### config.mk
export PLATFORM = sky130hd
export DESIGN_NAME = cm0_dap_cdc_recv_hs_flat
export DESIGN_NICKNAME = d
export VERILOG_FILES = /design/src/rtl/cm0_dap_cdc_recv_hs_if.sv /design/src/rtl/cm0_dap_cdc_recv_hs.sv /design/src/flat_wrapper.sv
export SDC_FILE = /design/constraint.sdc
export NUM_CORES = 1
export LEC_CHECK = 0
export ABC_CLOCK_PERIOD_IN_PS = 1520
export CORE_MARGIN = 10
export CORE_UTILIZATION = 42
export CTS_BUF_LIST = sky130_fd_sc_hd__clkbuf_4 sky130_fd_sc_hd__clkbuf_8
export DETAILED_ROUTE_END_ITERATION = 7
export GPL_ROUTABILITY_DRIVEN = 0
export PLACE_DENSITY_LB_ADDON = 0.25
export SETUP_SLACK_MARGIN = 0.1
export SLEW_MARGIN = 20
export SYNTH_ARGS = -nofsm -noshare
export SYNTH_HDL_FRONTEND = slang
export SYNTH_SLANG_ARGS = --single-unit
### constraint.sdc
create_clock -name REGCLK -period 1.52 [get_ports REGCLK]
set_input_delay 0.152 -clock REGCLK [delete_from_list [all_inputs] [get_ports REGCLK]]
set_output_delay 0.152 -clock REGCLK [all_outputs]
set_load 0.02 [all_outputs]
### src/rtl/cm0_dap_cdc_recv_hs_if.sv
// ---------------------------------------------------------------------------
// cm0_dap_cdc_recv_hs_if
// Purpose : bundles the REQ/ACK crossing signals and the local consumer
//           signals of the DAP handshake receiver.
// Signals :
//   REQIN   request from the sending domain (asynchronous to REGCLK)
//   DATAIN  payload, held stable by the sender while REQIN=1
//   RDY     local consumer can accept a word this cycle
//   ACKOUT  acknowledge back to the sending domain (flop output)
//   DATAOUT last captured payload
//   VALID   one-cycle pulse when DATAOUT is updated
//   BUSY    receiver is not idle
// Modports: master = sender/consumer side, slave = receiver block.
// ---------------------------------------------------------------------------
interface cm0_dap_cdc_recv_hs_if #(
    parameter int DW = 32
);
    logic          REQIN;
    logic [DW-1:0] DATAIN;
    logic          RDY;
    logic          ACKOUT;
    logic [DW-1:0] DATAOUT;
    logic          VALID;
    logic          BUSY;

    modport master (
        output REQIN, DATAIN, RDY,
        input  ACKOUT, DATAOUT, VALID, BUSY
    );

    modport slave (
        input  REQIN, DATAIN, RDY,
        output ACKOUT, DATAOUT, VALID, BUSY
    );
endinterface

### src/rtl/cm0_dap_cdc_recv_hs.sv
// ---------------------------------------------------------------------------
// cm0_dap_cdc_recv_hs
// Purpose : receive end of a 4-phase REQ/ACK clock-domain-crossing handshake.
//           REQIN is synchronised into REGCLK, DATAIN is captured with a load
//           enable once the local consumer is ready, and ACKOUT is returned
//           straight from a flop so the sending domain never sees a glitch.
// Parameters:
//   PRESENT     1 = block implemented, 0 = all outputs tied to 0
//   DW          payload width
//   SYNC_STAGES depth of the REQIN synchroniser (>= 2)
// Ports:
//   REGCLK        local clock
//   RARREGRESETn  asynchronous active-low reset
//   SE            scan enable, no functional effect
//   hs            handshake/consumer bundle (slave side)
// ---------------------------------------------------------------------------
module cm0_dap_cdc_recv_hs #(
    parameter bit PRESENT     = 1'b1,
    parameter int DW          = 32,
    parameter int SYNC_STAGES = 2
) (
    input  logic                        REGCLK,
    input  logic                        RARREGRESETn,
    input  logic                        SE,
    cm0_dap_cdc_recv_hs_if.slave        hs
);

    // Scan enable only matters to the DFT flow.
    logic unused_se;
    assign unused_se = SE;

`ifdef ARM_ASSERT_ON
    if (SYNC_STAGES < 2) begin : g_bad_sync_stages
        $fatal(1, "cm0_dap_cdc_recv_hs: SYNC_STAGES must be >= 2");
    end
`endif

    generate
        if (PRESENT) begin : g_present
            localparam logic [1:0] ST_IDLE = 2'd0;
            localparam logic [1:0] ST_PEND = 2'd1;
            localparam logic [1:0] ST_ACK  = 2'd2;

            logic [SYNC_STAGES-1:0] sync_q;
            logic                   reqs;
            logic [1:0]             state_q, state_d;
            logic                   ack_q, ack_d;
            logic                   valid_q, valid_d;
            logic                   cap_en;
            logic [DW-1:0]          data_q;

            // REQIN synchroniser: the only flop that looks at REQIN.
            always_ff @(posedge REGCLK or negedge RARREGRESETn) begin
                if (!RARREGRESETn) begin
                    sync_q <= '0;
                end else begin
                    sync_q <= {sync_q[SYNC_STAGES-2:0], hs.REQIN};
                end
            end

            assign reqs = sync_q[SYNC_STAGES-1];

            always_comb begin
                state_d = state_q;
                ack_d   = ack_q;
                valid_d = 1'b0;
                cap_en  = 1'b0;
                case (state_q)
                    ST_IDLE: begin
                        if (reqs) begin
                            if (hs.RDY) begin
                                cap_en  = 1'b1;
                                valid_d = 1'b1;
                                ack_d   = 1'b1;
                                state_d = ST_ACK;
                            end else begin
                                state_d = ST_PEND;
                            end
                        end
                    end
                    ST_PEND: begin
                        if (!reqs) begin
                            // Sender withdrew before we were ready: nothing captured.
                            state_d = ST_IDLE;
                        end else if (hs.RDY) begin
                            cap_en  = 1'b1;
                            valid_d = 1'b1;
                            ack_d   = 1'b1;
                            state_d = ST_ACK;
                        end
                    end
                    ST_ACK: begin
                        // RDY is deliberately ignored here: one word per REQ phase.
                        if (!reqs) begin
                            ack_d   = 1'b0;
                            state_d = ST_IDLE;
                        end
                    end
                    default: begin
                        ack_d   = 1'b0;
                        state_d = ST_IDLE;
                    end
                endcase
            end

            always_ff @(posedge REGCLK or negedge RARREGRESETn) begin
                if (!RARREGRESETn) begin
                    state_q <= ST_IDLE;
                    ack_q   <= 1'b0;
                    valid_q <= 1'b0;
                end else begin
                    state_q <= state_d;
                    ack_q   <= ack_d;
                    valid_q <= valid_d;
                end
            end

            // DATAIN is only ever loaded on the capture edge, so an undefined
            // bus outside the REQ phase cannot reach DATAOUT.
            always_ff @(posedge REGCLK or negedge RARREGRESETn) begin
                if (!RARREGRESETn) begin
                    data_q <= '0;
                end else if (cap_en) begin
                    data_q <= hs.DATAIN;
                end
            end

            // ACKOUT is the bare flop output: no gating after the register.
            assign hs.ACKOUT  = ack_q;
            assign hs.DATAOUT = data_q;
            assign hs.VALID   = valid_q;
            assign hs.BUSY    = (state_q != ST_IDLE);
        end else begin : g_absent
            logic unused_in;
            assign unused_in = &{1'b0, hs.REQIN, hs.DATAIN, hs.RDY,
                                 REGCLK, RARREGRESETn};

            assign hs.ACKOUT  = 1'b0;
            assign hs.DATAOUT = '0;
            assign hs.VALID   = 1'b0;
            assign hs.BUSY    = 1'b0;
        end
    endgenerate

endmodule

### src/flat_wrapper.sv
// flat-port wrapper written by rule: the top's interface ports become plain ports
module cm0_dap_cdc_recv_hs_flat 
#(
    parameter bit PRESENT     = 1'b1,
    parameter int DW          = 32,
    parameter int SYNC_STAGES = 2
)
  (REGCLK, RARREGRESETn, SE, hs_REQIN, hs_DATAIN, hs_RDY, hs_ACKOUT, hs_DATAOUT, hs_VALID, hs_BUSY);
  cm0_dap_cdc_recv_hs_if #(.DW(DW)) hs_i ();
  input  logic REGCLK;
  input  logic RARREGRESETn;
  input  logic SE;
  input wire logic [$bits(hs_i.REQIN)-1:0] hs_REQIN;
  input wire logic [$bits(hs_i.DATAIN)-1:0] hs_DATAIN;
  input wire logic [$bits(hs_i.RDY)-1:0] hs_RDY;
  output wire logic [$bits(hs_i.ACKOUT)-1:0] hs_ACKOUT;
  output wire logic [$bits(hs_i.DATAOUT)-1:0] hs_DATAOUT;
  output wire logic [$bits(hs_i.VALID)-1:0] hs_VALID;
  output wire logic [$bits(hs_i.BUSY)-1:0] hs_BUSY;
  assign hs_i.REQIN = hs_REQIN;
  assign hs_i.DATAIN = hs_DATAIN;
  assign hs_i.RDY = hs_RDY;
  assign hs_ACKOUT = hs_i.ACKOUT;
  assign hs_DATAOUT = hs_i.DATAOUT;
  assign hs_VALID = hs_i.VALID;
  assign hs_BUSY = hs_i.BUSY;
  cm0_dap_cdc_recv_hs #(.PRESENT(PRESENT), .DW(DW), .SYNC_STAGES(SYNC_STAGES)) u_core (.REGCLK(REGCLK), .RARREGRESETn(RARREGRESETn), .SE(SE), .hs(hs_i));
endmodule
# Yosys cells after proc, flatten, opt, wreduce, memory -nomap -nowiden
# Index checks and enable logic that the tools add are counted.
# W data, S select, Z words.
# totals
register_bits	38
inputBits	37
out_inout_bits	35
# op_classes
n_eq_ne	7
mux	13
n_reduce_logical	5
# ops
operator	n
$mux W2	5
$mux W1	6
$ne A2 B1 Y1 const B	3
$pmux W2 S3	1
$reduce_and A3 Y1	2
$ne A3 B3 Y1 const B	1
$eq A2 B1 Y1 const B	1
$eq A2 B2 Y1 const B	1
$logic_not A2 Y1	1
$ne A2 B2 Y1 const B	1
$pmux W1 S2	1
$reduce_bool A2 Y1	1
$reduce_or A2 Y1	1

# Longest topological paths before layout
# depth
depth_word	4
ltp_mapped	3
mapped_depth_nobuf	3

# Worst setup path after synthesis
# Ideal clock, no wire load.
# synth_timing
path_type	flip-flop to flip-flop
start	reg u_core.g_present.state_q[1]
end	reg u_core.g_present.data_q[10], in the netlist u_core.hs.DATAOUT[10]
setup_ns	0.125
arrival_ns	1.068
setup_slack_ns	0.326
stages_incl_launch_ff	4
path_buffers	1
cell_sequence	dfrtp_1 > nand3b_4 > buf_6 > mux2_4
# synth_via
elab_chain_len	3
elab_cells_between_ends	4
classes_between	eq/ne: 1; mux: 1; reduce/logical: 2
# synth_lines
item	line_no	text
from (decl)	cm0_dap_cdc_recv_hs.sv:46	logic [1:0] state_q, state_d;
from (signal assigned)	cm0_dap_cdc_recv_hs.sv:112	state_q <= state_d;
$eq A2 B1 Y1 or $logic_not A2 Y1 (tied branches)	cm0_dap_cdc_recv_hs.sv:68	case (state_q)
$reduce_or A2 Y1 (no source line) *	--	
$mux W1 *	--	
to (signal assigned)	cm0_dap_cdc_recv_hs.sv:124	data_q <= hs.DATAIN;
to (decl)	cm0_dap_cdc_recv_hs.sv:50	logic [DW-1:0] data_q;
# Mark *: on every way between the ends. The rest lies on a longest branch, timed or not.
# A chain may end at the register's enable or synchronous reset.

# Worst setup path in the final report
# layout_timing
start	reg u_core.g_present.state_q[1]
end	reg u_core.g_present.data_q[21], in the netlist u_core.hs.DATAOUT[21]
# The elaborated chain is that of the path after synthesis.

==> flow_summary_export.csv <==
group,metric,value,unit
outcome,status,"finished clean",
yosys,synth_xor_area_share,0,%
setup_path,critPathCaptureType,"register",
sta,grt_setup_unrepaired,"no",
global_route,grt.overflow.total,0,
global_route,grt_max_degree,22,
floorplanning,fp.dieArea,6450,um2
final_layout,final_cell_mix,"dfrtp_1, clkdlybuf4s50_1, dlygate4sd2_1",
sta,slew_viol_final,0,
final_layout,nets,199,
setup_path,ff2ff_setup_slack,0.20,ns
final_layout,syn_to_final_growth,52.42,%
yosys,synth_nets,120,
sta,fmax,0.7577,GHz
setup_path,worstPathArrival,1.54,ns
setup_path,startpoint_type,"register",
clock_network,cts_max_level,2,
route,avgRoutedWirePerCell,16.99,um
sta,slew_headroom,69.26,%
yosys,syn_area_per_cell,18.41,um2
yosys,muxShareOfSynthArea,30.71,%
route,ant_nets,0,
setup_path,reg2reg_to,"u_core.hs.DATAOUT[21]",
clock_network,clockBufferDepth,2,
global_route,grt_pass1_wl,5865,um
yosys,synth_warnings,0,
worst_hold_path,holdPathEnd,"u_core.g_present.sync_q[0]",
setup_path,required,1.74,ns
power,leakage,1.177,nW
worst_hold_path,min_path_type,"input pin to register",
yosys,yosysSeqAreaShare,62.24,%
final_layout,n_antenna_cell,0,
floorplanning,die_y,80.31,um
clock_network,cts-root-buf,"clkbuf_4",
yosys,synth-adder-area-share,0,%
final_layout,n_fill_cell,269,
floorplanning,io_pins,72,
floorplanning,coreArea,3416,um2
yosys,synth_compound_area_share,1.638,%
yosys,yosys.area_share.simple,2.457,%
sta,fin_crit_sh,86.83,%
clock_network,clk_pin_slew,0.11,ns
place,io_buffer_count,70,
final_layout,regArea,950.9,um2
final_layout,multi_input_area,531.8,um2
setup_path,r2r_start,"u_core.g_present.state_q[1]",
route,drc_errors,0,
sta,worst_slew_pin_slew,0.4611,ns
place,place_ws,0.02677,ns
global_route,grt_pass1_vias,1109,
yosys,yosys_register_bits,38,
clock_network,tritoncts,"built",
route,wl,3551,um
route,drt_iter0_drc,53,
clock_network,cts_made_buffers,5,
power,total_power,0.002736,W
floorplanning,num_rows,21,
power,power.density,1175,nW/um2
sta,hold_viol,0,
power,peakVddDrop,0.6470,mV
global_route,grtUsageTotal,11.92,%
setup_path,cp_max_fo,18,
sta,skew,0.006670,ns
route,vias_per_cell,4.565,
yosys,synth_area,1528,um2
yosys,yosysUniqueCellTypes,12,
route,num_vias,954,
final_layout,final_common_cell,"dfrtp_1",
flow_run,cap_violations,0,
yosys,syn_inst,83,
clock_network,clock-sinks,38,
sta,hold_slack,0.2603,ns
worst_hold_path,min_path_cells,1,
sta,min_period,1.320,ns
worst_hold_path,holdCritStartpoint,"hs_REQIN",
floorplanning,dieWidth,80.31,um
clock_network,clk_latency,0.33,ns
floorplanning,initial_core_util,44.73,%
route,first_pass_iters,3,
place,dpl.hpwl,2763,um
sta,setup_ws,0.2002,ns
global_route,antenna_found_initial,0,
sta,finalSetupViolCount,0,
setup_path,worst-r2r-cell-count,4,
yosys,synth_top_family_by_area,"multiplexers",
final_layout,drive_gt1_share,29.45,%
sta,fin_setup_tns,0,ns
setup_path,critPathKind,"register to register",
flip-flops by register name, indices dropped and copies added, names as in the netlist:
signal and flops:
u_core.g_present.state_q 2, u_core.hs.ACKOUT 1, u_core.hs.DATAOUT 32, u_core.hs.VALID 1, u_core.g_present.sync_q 2
report_power, final:
group,internal (W),switching [W],leakage [nW]
registers,0.00119,0.0000914,0.450
clock network,0.000223,0.000327,0.0343
logic,0.000486,0.000421,0.693
total,0.00190,0.000839,1.18
routing by layer:
layer | up-vias | wire (um) | track usage (%)
li1 | 443 | - | -
met1 | 458 | 1498 | 14.00
met2 | 51 | 1595 | 17.17
met3 | 2 | 442 | 8.241
met4 | 0 | 15 | 3.169
met5 | - | 0 | 0
critical path, stage by stage (launching register included):
cell and delay [ns]:
dfrtp_1 0.39, buf_4 0.15, nand3b_4 0.18, buf_12 0.18
mux2_4 0.31
logic make-up after synthesis:
| kind of cell | count (synthesis) |
|---|---|
| compound gates | 3 |
| simple gates | 4 |
| buf+inv | 6 |
| mux | 32 |
| flops | 38 |
final cells by class:
cell class                      count  area share [%]
Sequential cell                    38           40.84
Timing Repair Buffer               75           30.63
Multi-Input combinational cell     39           22.84
Tap cell                           46           2.472
Clock buffer                        6           2.203
Clock inverter                      2          0.5373
Inverter                            3          0.4836
synthesized netlist by cell type:
master	number	share of area (%)
dfrtp_1	38	62
mux2_4	29	29
buf_6	3	2.2
inv_1	3	0.74
mux2_2	3	2.2
nand2_1	1	0.25
nand3b_4	1	1.3
nor3b_1	1	0.49
o211a_1	1	0.66
o22ai_1	1	0.41
o2bb2ai_1	1	0.57
or2_2	1	0.41
stage by stage:
step,instances,utilization [%],area [um2]
final,209,68.17,2328
after floorplan,83,-,1528
after detailed placement,200,67.40,2302
after global placement,200,67.40,2302
after global routing,209,68.17,2328
after CTS,209,68.28,2332
what timing repair did:
action,4_1_cts,5_1_grt
resized for setup,35,2
hold endpoints to repair,20,0
pin swaps,0,0
buffers inserted,0,0
hold buffers,1,0
endpoints found under the setup margin,35,1
worst max-delay path by stage:
stage	from	endpoint	slack (ns)	cells after the start
after CTS	u_core.g_present.state_q[0]	hs_BUSY	0.002	2
final	u_core.g_present.state_q[1]	u_core.hs.DATAOUT[21]	0.20	4
after detailed placement	hs_RDY	u_core.hs.DATAOUT[9]	0.03	4
after floorplan	u_core.g_present.state_q[1]	u_core.hs.DATAOUT[10]	0.33	3
after global routing	u_core.g_present.state_q[0]	hs_BUSY	0.11	2
after global placement	hs_RDY	u_core.hs.DATAOUT[10]	0.06	4
Power figures use the tool's default switching activity.
